<file path="src/rtl/stft_frame_ctrl.sv">
// stft_frame_ctrl
//
// Sequencer for a WIN-deep sample delay line built from enable/clear data
// registers that feeds an STFT stage. The controller clears the chain,
// accepts input samples under a valid/ready handshake and declares a frame
// once the window is full. After that it declares a new frame every HOP
// samples. Each frame is held until the downstream FFT acknowledges it.
//
// Handshake: a sample is transferred on a rising edge where iVALID=1 and
// oREADY=1. The chain registers capture on that same edge through oSH_EN.
// oREADY comes only from registered state and never depends on iVALID.
//
// Ports
//   iCLK        system clock, rising edge
//   iRSTn       asynchronous active-low reset
//   iSTART      single-cycle start pulse, sampled only in IDLE
//   iSTOP       single-cycle abort pulse, returns to IDLE from any state
//   iVALID      input sample present on the chain's data input
//   oREADY      controller accepts a sample this cycle
//   oSH_EN      shift enable to every chain register (iVALID & oREADY)
//   oSH_CLR     synchronous clear to every chain register
//   oFRAME_VLD  chain holds a complete frame
//   iFRAME_ACK  downstream has consumed the frame
//   oFRAME_IDX  index of the current or next frame
//   oFILL_CNT   samples accepted since the last clear, saturating at WIN
//   oBUSY       state is not IDLE

module stft_frame_ctrl #(
  parameter int WIN = 16,
  parameter int HOP = 8,
  parameter int CW  = 5,
  parameter int FW  = 8
) (
  input  logic          iCLK,
  input  logic          iRSTn,
  input  logic          iSTART,
  input  logic          iSTOP,
  input  logic          iVALID,
  output logic          oREADY,
  output logic          oSH_EN,
  output logic          oSH_CLR,
  output logic          oFRAME_VLD,
  input  logic          iFRAME_ACK,
  output logic [FW-1:0] oFRAME_IDX,
  output logic [CW-1:0] oFILL_CNT,
  output logic          oBUSY
);

  typedef enum logic [2:0] {
    S_IDLE  = 3'd0,
    S_CLEAR = 3'd1,
    S_FILL  = 3'd2,
    S_HOLD  = 3'd3,
    S_RUN   = 3'd4
  } state_t;

  // The final accept of a window or hop is detected one count early so
  // the transition to HOLD lands on the same edge as that accept.
  localparam logic [CW-1:0] LP_WIN_M1 = CW'(WIN - 1);
  localparam logic [CW-1:0] LP_HOP_M1 = CW'(HOP - 1);

  state_t        r_state;
  state_t        w_state_nxt;
  logic [CW-1:0] r_fill;
  logic [CW-1:0] r_hop;
  logic [FW-1:0] r_fidx;
  logic          r_ready;
  logic          r_sh_clr;
  logic          r_frame_vld;
  logic          r_busy;
  logic          w_accept;
  logic          w_abort;

  assign w_accept = iVALID & r_ready;
  assign w_abort  = iSTOP & (r_state != S_IDLE);

  always_comb begin
    w_state_nxt = r_state;
    if (w_abort) begin
      w_state_nxt = S_IDLE;
    end else begin
      case (r_state)
        S_IDLE:  if (iSTART && !iSTOP) w_state_nxt = S_CLEAR;
        S_CLEAR: w_state_nxt = S_FILL;
        S_FILL:  if (w_accept && (r_fill == LP_WIN_M1)) w_state_nxt = S_HOLD;
        S_HOLD:  if (iFRAME_ACK) w_state_nxt = S_RUN;
        S_RUN:   if (w_accept && (r_hop == LP_HOP_M1)) w_state_nxt = S_HOLD;
        default: w_state_nxt = S_IDLE;
      endcase
    end
  end

  // State, counters and the registered output flags. The flags are decoded
  // from the next state so they line up with r_state on every cycle.
  always_ff @(posedge iCLK or negedge iRSTn) begin
    if (!iRSTn) begin
      r_state     <= S_IDLE;
      r_fill      <= '0;
      r_hop       <= '0;
      r_fidx      <= '0;
      r_ready     <= 1'b0;
      r_sh_clr    <= 1'b0;
      r_frame_vld <= 1'b0;
      r_busy      <= 1'b0;
    end else begin
      r_state     <= w_state_nxt;
      r_ready     <= (w_state_nxt == S_FILL) || (w_state_nxt == S_RUN);
      r_sh_clr    <= (w_state_nxt == S_CLEAR);
      r_frame_vld <= (w_state_nxt == S_HOLD);
      r_busy      <= (w_state_nxt != S_IDLE);

      if (w_abort) begin
        // Abort drops the window but keeps the frame index.
        r_fill <= '0;
        r_hop  <= '0;
      end else begin
        case (r_state)
          S_CLEAR: begin
            r_fill <= '0;
            r_hop  <= '0;
            r_fidx <= '0;
          end
          S_FILL: if (w_accept) r_fill <= r_fill + CW'(1);
          S_HOLD: begin
            if (iFRAME_ACK) begin
              r_fidx <= r_fidx + FW'(1);
              r_hop  <= '0;
            end
          end
          S_RUN: if (w_accept) r_hop <= r_hop + CW'(1);
          default: ;
        endcase
      end
    end
  end

  assign oREADY     = r_ready;
  assign oSH_EN     = w_accept;
  assign oSH_CLR    = r_sh_clr;
  assign oFRAME_VLD = r_frame_vld;
  assign oFRAME_IDX = r_fidx;
  assign oFILL_CNT  = r_fill;
  assign oBUSY      = r_busy;

endmodule

</file>
<file path="config.mk">
export PLATFORM = sky130hd
export DESIGN_NAME = stft_frame_ctrl
export DESIGN_NICKNAME = d
export VERILOG_FILES = /design/src/rtl/stft_frame_ctrl.sv
export SDC_FILE = /design/constraint.sdc
export NUM_CORES = 1
export LEC_CHECK = 0
export CORE_ASPECT_RATIO = 0.75
export CORE_MARGIN = 2
export CORE_UTILIZATION = 56
export CTS_CLUSTER_DIAMETER = 80
export CTS_CLUSTER_SIZE = 8
export DETAILED_ROUTE_END_ITERATION = 7
export GPL_TIMING_DRIVEN = 0
export MAX_ROUTING_LAYER = met4
export PLACE_DENSITY_LB_ADDON = 0.2
export SYNTH_ARGS = -nofsm -noshare
export SYNTH_HDL_FRONTEND = slang
export SYNTH_SLANG_ARGS = --single-unit
</file>
<file path="constraint.sdc">
create_clock -name iCLK -period 4.9 [get_ports iCLK]
set_input_delay 0.49 -clock iCLK [delete_from_list [all_inputs] [get_ports iCLK]]
set_output_delay 0.49 -clock iCLK [all_outputs]
set_load 0.1 [all_outputs]
</file>
# Word level (Yosys, flattened, before mapping)
# Index checks and enable logic that the tools add are counted.
[classes]
add_sub_neg = 3
mul = 0
n_div = 0
magnitude_cmp = 0
n_eq_ne = 14
shift = 0
mux = 15
bitwise = 3
n_reduce_logical = 14
[op_table]
columns = ["operator", "n"]
rows = [
  ["5-bit 2-to-1 mux", 5],
  ["8-bit one-hot mux with 2 select lines", 1],
  ["3-bit 2-to-1 mux", 5],
  ["3-bit one-hot mux with 5 select lines", 1],
  ["5-bit one-hot mux with 3 select lines", 1],
  ["3-bit by 2-bit == test with 1-bit output (second input constant)", 4],
  ["5-bit by 1-bit adder with 5-bit output (second input constant)", 2],
  ["5-bit one-hot mux with 2 select lines", 1],
  ["3-bit != test (second input constant)", 3],
  ["3-bit nonzero test", 3],
  ["8-bit by 1-bit adder with 8-bit output (second input constant)", 1],
  ["8-bit 2-to-1 mux", 1],
  ["3-bit by 1-bit == test with 1-bit output (second input constant)", 2],
  ["3-bit == test (second input constant)", 2],
  ["3-bit AND reduction", 2],
  ["5-bit by 3-bit == test with 1-bit output (second input constant)", 1],
  ["5-bit by 4-bit == test with 1-bit output (second input constant)", 1],
  ["4-bit nonzero test", 1],
  ["1-bit logical AND", 3],
  ["3-bit logical NOT", 1],
  ["1-bit bitwise AND", 2],
  ["2-bit != test (second input constant)", 1],
  ["2-bit AND reduction", 1],
  ["2-bit nonzero test", 1],
  ["other kinds (3)", 3],
]
[word_totals]
reg_bits = 25
latchBits = 0
ram_bits = 0
mem_bits_ro = 0
input_bits = 6
out_inout_bits = 18
elab_cells = 57
memories = 0

# Logic depth before layout (Yosys ltp)
[depth]
depth_word = 7
mapped_depth = 6

# Worst setup path before layout
# OpenSTA, ideal clock, no wires.
[synth_timing]
path_type = "reg-to-reg"
startpoint = "reg r_ready, in the netlist oREADY"
endpoint = "reg r_hop[3]"
setup_time_ns = 0.129
arrival_ns = 2.351
required_ns = 4.771
slack_ns = 2.420
stages_incl_launch_ff = 6
n_path_buf = 0
cell_sequence = "dfrtp_1 -> nand2_1 -> inv_1 -> a221oi_1 -> o21ai_0 -> o31ai_1"
[synth_between]
elab_chain_cells = 3
[synth_lines]
columns = ["item", "line", "rtl"]
rows = [
  ["from (decl)", "67", "logic r_ready;"],
  ["from (signal assigned)", "107", "r_ready <= (w_state_nxt == S_FILL) || (w_state_nxt == S_RUN);"],
  ["1-bit bitwise AND", "74", "assign w_accept = iVALID & r_ready;"],
  ["via oSH_EN", "40", "output logic oSH_EN,"],
  ["3-bit != test (no line)", "--", ""],
  ["3-bit AND reduction (no line)", "--", ""],
  ["to (signal assigned)", "130", "S_RUN: if (w_accept) r_hop <= r_hop + CW'(1);"],
  ["to (decl)", "65", "logic [CW-1:0] r_hop;"],
]
# The timed path passes the listed nets, and every way through them passes these cells.
# A chain may end at the register's enable or synchronous reset.

# Worst setup path after layout
[layout_timing]
startpoint = "in iVALID"
endpoint = "out oSH_EN"
[layout_between]
elab_chain_cells = 1
[layout_lines]
columns = ["item", "line", "rtl"]
rows = [
  ["from (decl)", "38", "input logic iVALID,"],
  ["1-bit bitwise AND", "74", ""],
  ["to (decl)", "40", ""],
]
# No other way between the ends.

==> flow_summary_export.csv <==
group,metric,value,unit
placed_design,portBuffers,22,
power,p_per_area,306.8,nW/um^2
cts,cts_tree,"done",
cts,cts_buffers,3,
worst_setup_path,worstSetupPathType,"input port to output port",
worst_setup_path,crit_arrival,2.32,ns
power,comb_power_share,0.357,
timing,finalSetupViolCount,0,
job,maxCapViolCount,0,
floorplanning,initial_core_util,0.5941,
grt,grt_max_degree,26,
timing,slew_headroom,0.2673,
final_layout,syn_to_final_growth,21.00,%
grt,grt_pass1_vias,1042,
final_layout,mostFrequentLayoutCells,"25 x dfrtp_1, 22 x clkdlybuf4s50_1, 16 x nand2_1, 16 x o21ai_0, 9 x nand3_1",
yosys,ys_types,40,
run_status,status,"finished clean",
worst_setup_path,cp_max_fo,3,
timing,finalHoldViolCount,0,
final_layout,final_net_count,185,
grt,grt_usage,0.2355,
yosys,synthFlopType,"dfrtp_1",
power,clkPwrFrac,0.182,
worst_setup_path,cp_common_cell,"clkdlybuf4s50_1",
worst_hold_path,hold_path.class,"input port to flop",
power,leakage,0.7176,nW
cts,worstSkewPairLatency,0.32,ns
yosys,syn_nets,158,
final_layout,antenna_cells,0,
yosys,avgSynthCellArea,9.342,um^2
worst_setup_path,r2r_start,"r_state[0]$_DFF_PN0_",
cts,path_clk_slew,0.14,ns
worst_setup_path,reg2regPathDepth,5,
route,routed_wl,2.977,mm
floorplanning,die_h,47.03,um
route,drc,0,
floorplanning,core_area,2327,um^2
final_layout,multi_input_area,706.9,um^2
cts,clkSinkCount,25,
timing,clock.fmax,355.3,MHz
grt,overflow,0,
floorplanning,placementRows,15,
worst_setup_path,required,4.41,ns
route,drtPass1Iterations,4,
final_layout,mostFrequentLayoutCell,"dfrtp_1",
yosys,ys_warn_count,0,
final_layout,register_area,625.6,um^2
yosys,ys_seq_elements,25,
worst_setup_path,slowest_stage,"clkdlybuf4s50_1",
timing,finalCritPeriodShare,0.5745,
yosys,synth_edf_count,0,
timing,setup_tns,0,ns
route,viasPerCell,5.880,
timing,clock_skew,0.009474,ns
floorplanning,die_w,61.38,um
placed_design,placed_cell_area,1645,um^2
power,swShare,0.4180,
route,dr.first_iter.drc_count,59,
worst_setup_path,end_kind,"output port",
cts,postCtsResizedCells,0,
grt,antenna_found_initial,0,
power,peakVddDrop,287.4,uV
cts,postCtsHoldBufs,0,
worst_setup_path,cp_top_family,"buffers and inverters",
final_layout,drive_gt1_frac,0.08621,
cts,clk_path_buf_depth,2,
placed_design,dp_hpwl,2.208,mm
grt,grt_pass1_wl,4.836,mm
cts,post_cts_buffers,0,
worst_setup_path,worst_path_largest_cell_delay,1.14,ns
yosys,synthCells,148,
yosys,async_flop_share,1.000,
worst_setup_path,critPathBufInv,3,
timing,slew_violations,0,
worst_hold_path,hold_depth,2,
power,internal_power,298.7,uW
worst_hold_path,hold_start,"iFRAME_ACK",
timing,rsz0062_at_grt,"no",
route,wl_per_cell,14.31,um
placed_design,finalWeightedCongestion,0.9071,
final_layout,final_area,1673,um^2
final_layout,num-fill-cells,202,
cts,h-tree-depth,1,
floorplanning,die_area,2886,um^2
yosys,syn-cell-area,1383,um^2
power,pwr-share-seq,0.460,
worst_setup_path,ff2ff_setup_slack,3.14,ns
floorplanning,ios,24,
worst_setup_path,start_kind,"input port",
yosys,ys_seq_area_frac,0.4525,
route,vias,1223,
worst_setup_path,r2r_end,"r_hop[2]$_DFFE_PN0P_",
timing,period_minus_slack,2.815,ns
route,drtAntennaViolNets,0,
worst_setup_path,path_cells,"clkdlybuf4s50_1, nand2_1, inv_1, clkdlybuf4s50_1",
worst_hold_path,hold_end,"oFRAME_IDX[1]$_DFFE_PN0P_",
cts,cts_root_buf,"clkbuf_4",
timing,worst_pin_slew,1.096,ns
power,p_switching,214.5,uW
## cells by family (layout without fill, tap and decap cells)
logic type | after synthesis | count (layout) | share of synthesized area
AO/OA/AOI/OAI | 39 | 39 | 0.1810
XOR/XNOR | 2 | 2 | 0.01267
adder cells (fa/ha/maj) | 4 | 4 | 0.03620
buffers and inverters | 10 | 36 | 0.03619
flip-flops | 25 | 25 | 0.4525
multiplexers | 2 | 2 | 0.01448
AND/OR/NAND/NOR | 66 | 66 | 0.2670
## cell type report
type | instances | share of cell area
Sequential cell | 25 | 0.3740
Timing Repair Buffer | 22 | 0.1316
Tap cell | 34 | 0.02543
Multi-Input combinational cell | 113 | 0.4226
Clock buffer | 3 | 0.01346
Inverter | 4 | 0.008975
Clock inverter | 1 | 0.002992
Buffer | 6 | 0.02094
## power groups by stage
stage	Sequential (mW)	Clock, mW	Combinational (mW)
4_1_cts	0.236	0.0946	0.183
3_3_place_gp	0.239	0	0.181
6_report	0.236	0.0936	0.183
2_1_floorplan	0.322	0	0.0526
3_5_place_dp	0.240	0	0.183
5_1_grt	0.239	0.102	0.192
## stage by stage
stage               instances    util  worst slack (ns)  hold WS [ns]  total power [mW]
floorplan                 148       -             2.420        0.1944            0.3747
global placement          204  0.7070             2.082        0.4697            0.4200
detailed placement        204  0.7070             2.085        0.4834            0.4232
CTS                       208  0.7188             2.077        0.4955            0.5142
global route              208  0.7188             2.018        0.5226            0.5330
finish                    208  0.7188             2.085        0.4961            0.5132
## worst max path at each step
| stage | slack (ns) | from | end | cells past startpoint |
|---|---|---|---|---|
| floorplan | 2.42 | oREADY$_DFF_PN0_ | r_hop[3]$_DFFE_PN0P_ | 5 |
| global placement | 2.08 | iVALID | oSH_EN | 4 |
| detailed placement | 2.08 | iVALID | oSH_EN | 4 |
| CTS | 2.08 | iVALID | oSH_EN | 4 |
| global route | 2.02 | iVALID | oSH_EN | 4 |
| finish | 2.09 | iVALID | oSH_EN | 4 |
## registers in the layout, summed over array words and instances (netlist names)
name / count
oFRAME_IDX: 8
oFILL_CNT: 5
r_hop: 5
r_state: 3
oBUSY: 1
oFRAME_VLD: 1
oREADY: 1
oSH_CLR: 1
## cells in the mapped netlist, types with 2 or more instances
cell type / n / area [um^2]
dfrtp_1: 25 / 625.6
inv_1: 4 / 15.01
or3_1: 2 / 12.51
a21oi_1: 5 / 25.02
a22o_1: 2 / 17.52
nand2_1: 16 / 60.06
nor3_1: 3 / 15.01
ha_1: 4 / 50.05
and2b_1: 2 / 15.01
nand2b_1: 4 / 25.02
xor2_1: 2 / 17.52
and3_1: 3 / 18.77
o21ai_0: 16 / 80.08
o32ai_1: 2 / 17.52
nand3_1: 9 / 45.04
a221oi_1: 3 / 26.28
buf_2: 4 / 20.02
mux2i_1: 2 / 20.02
nor2b_1: 3 / 18.77
o22ai_1: 2 / 12.51
or3b_2: 2 / 17.52
nand4_1: 4 / 25.02
nor3b_1: 3 / 22.52
o31ai_1: 3 / 22.52
nor2_1: 8 / 30.03
## layer usage
| metal | GRT usage | up-vias | routed length, um |
|---|---|---|---|
| met5 | - | - | 0 |
| met4 | 0.02553 | 0 | 14 |
| met3 | 0.04959 | 2 | 152 |
| met2 | 0.3340 | 33 | 1315 |
| met1 | 0.3562 | 597 | 1495 |
| li1 | - | 591 | - |
(Power assumes the default switching activity.)
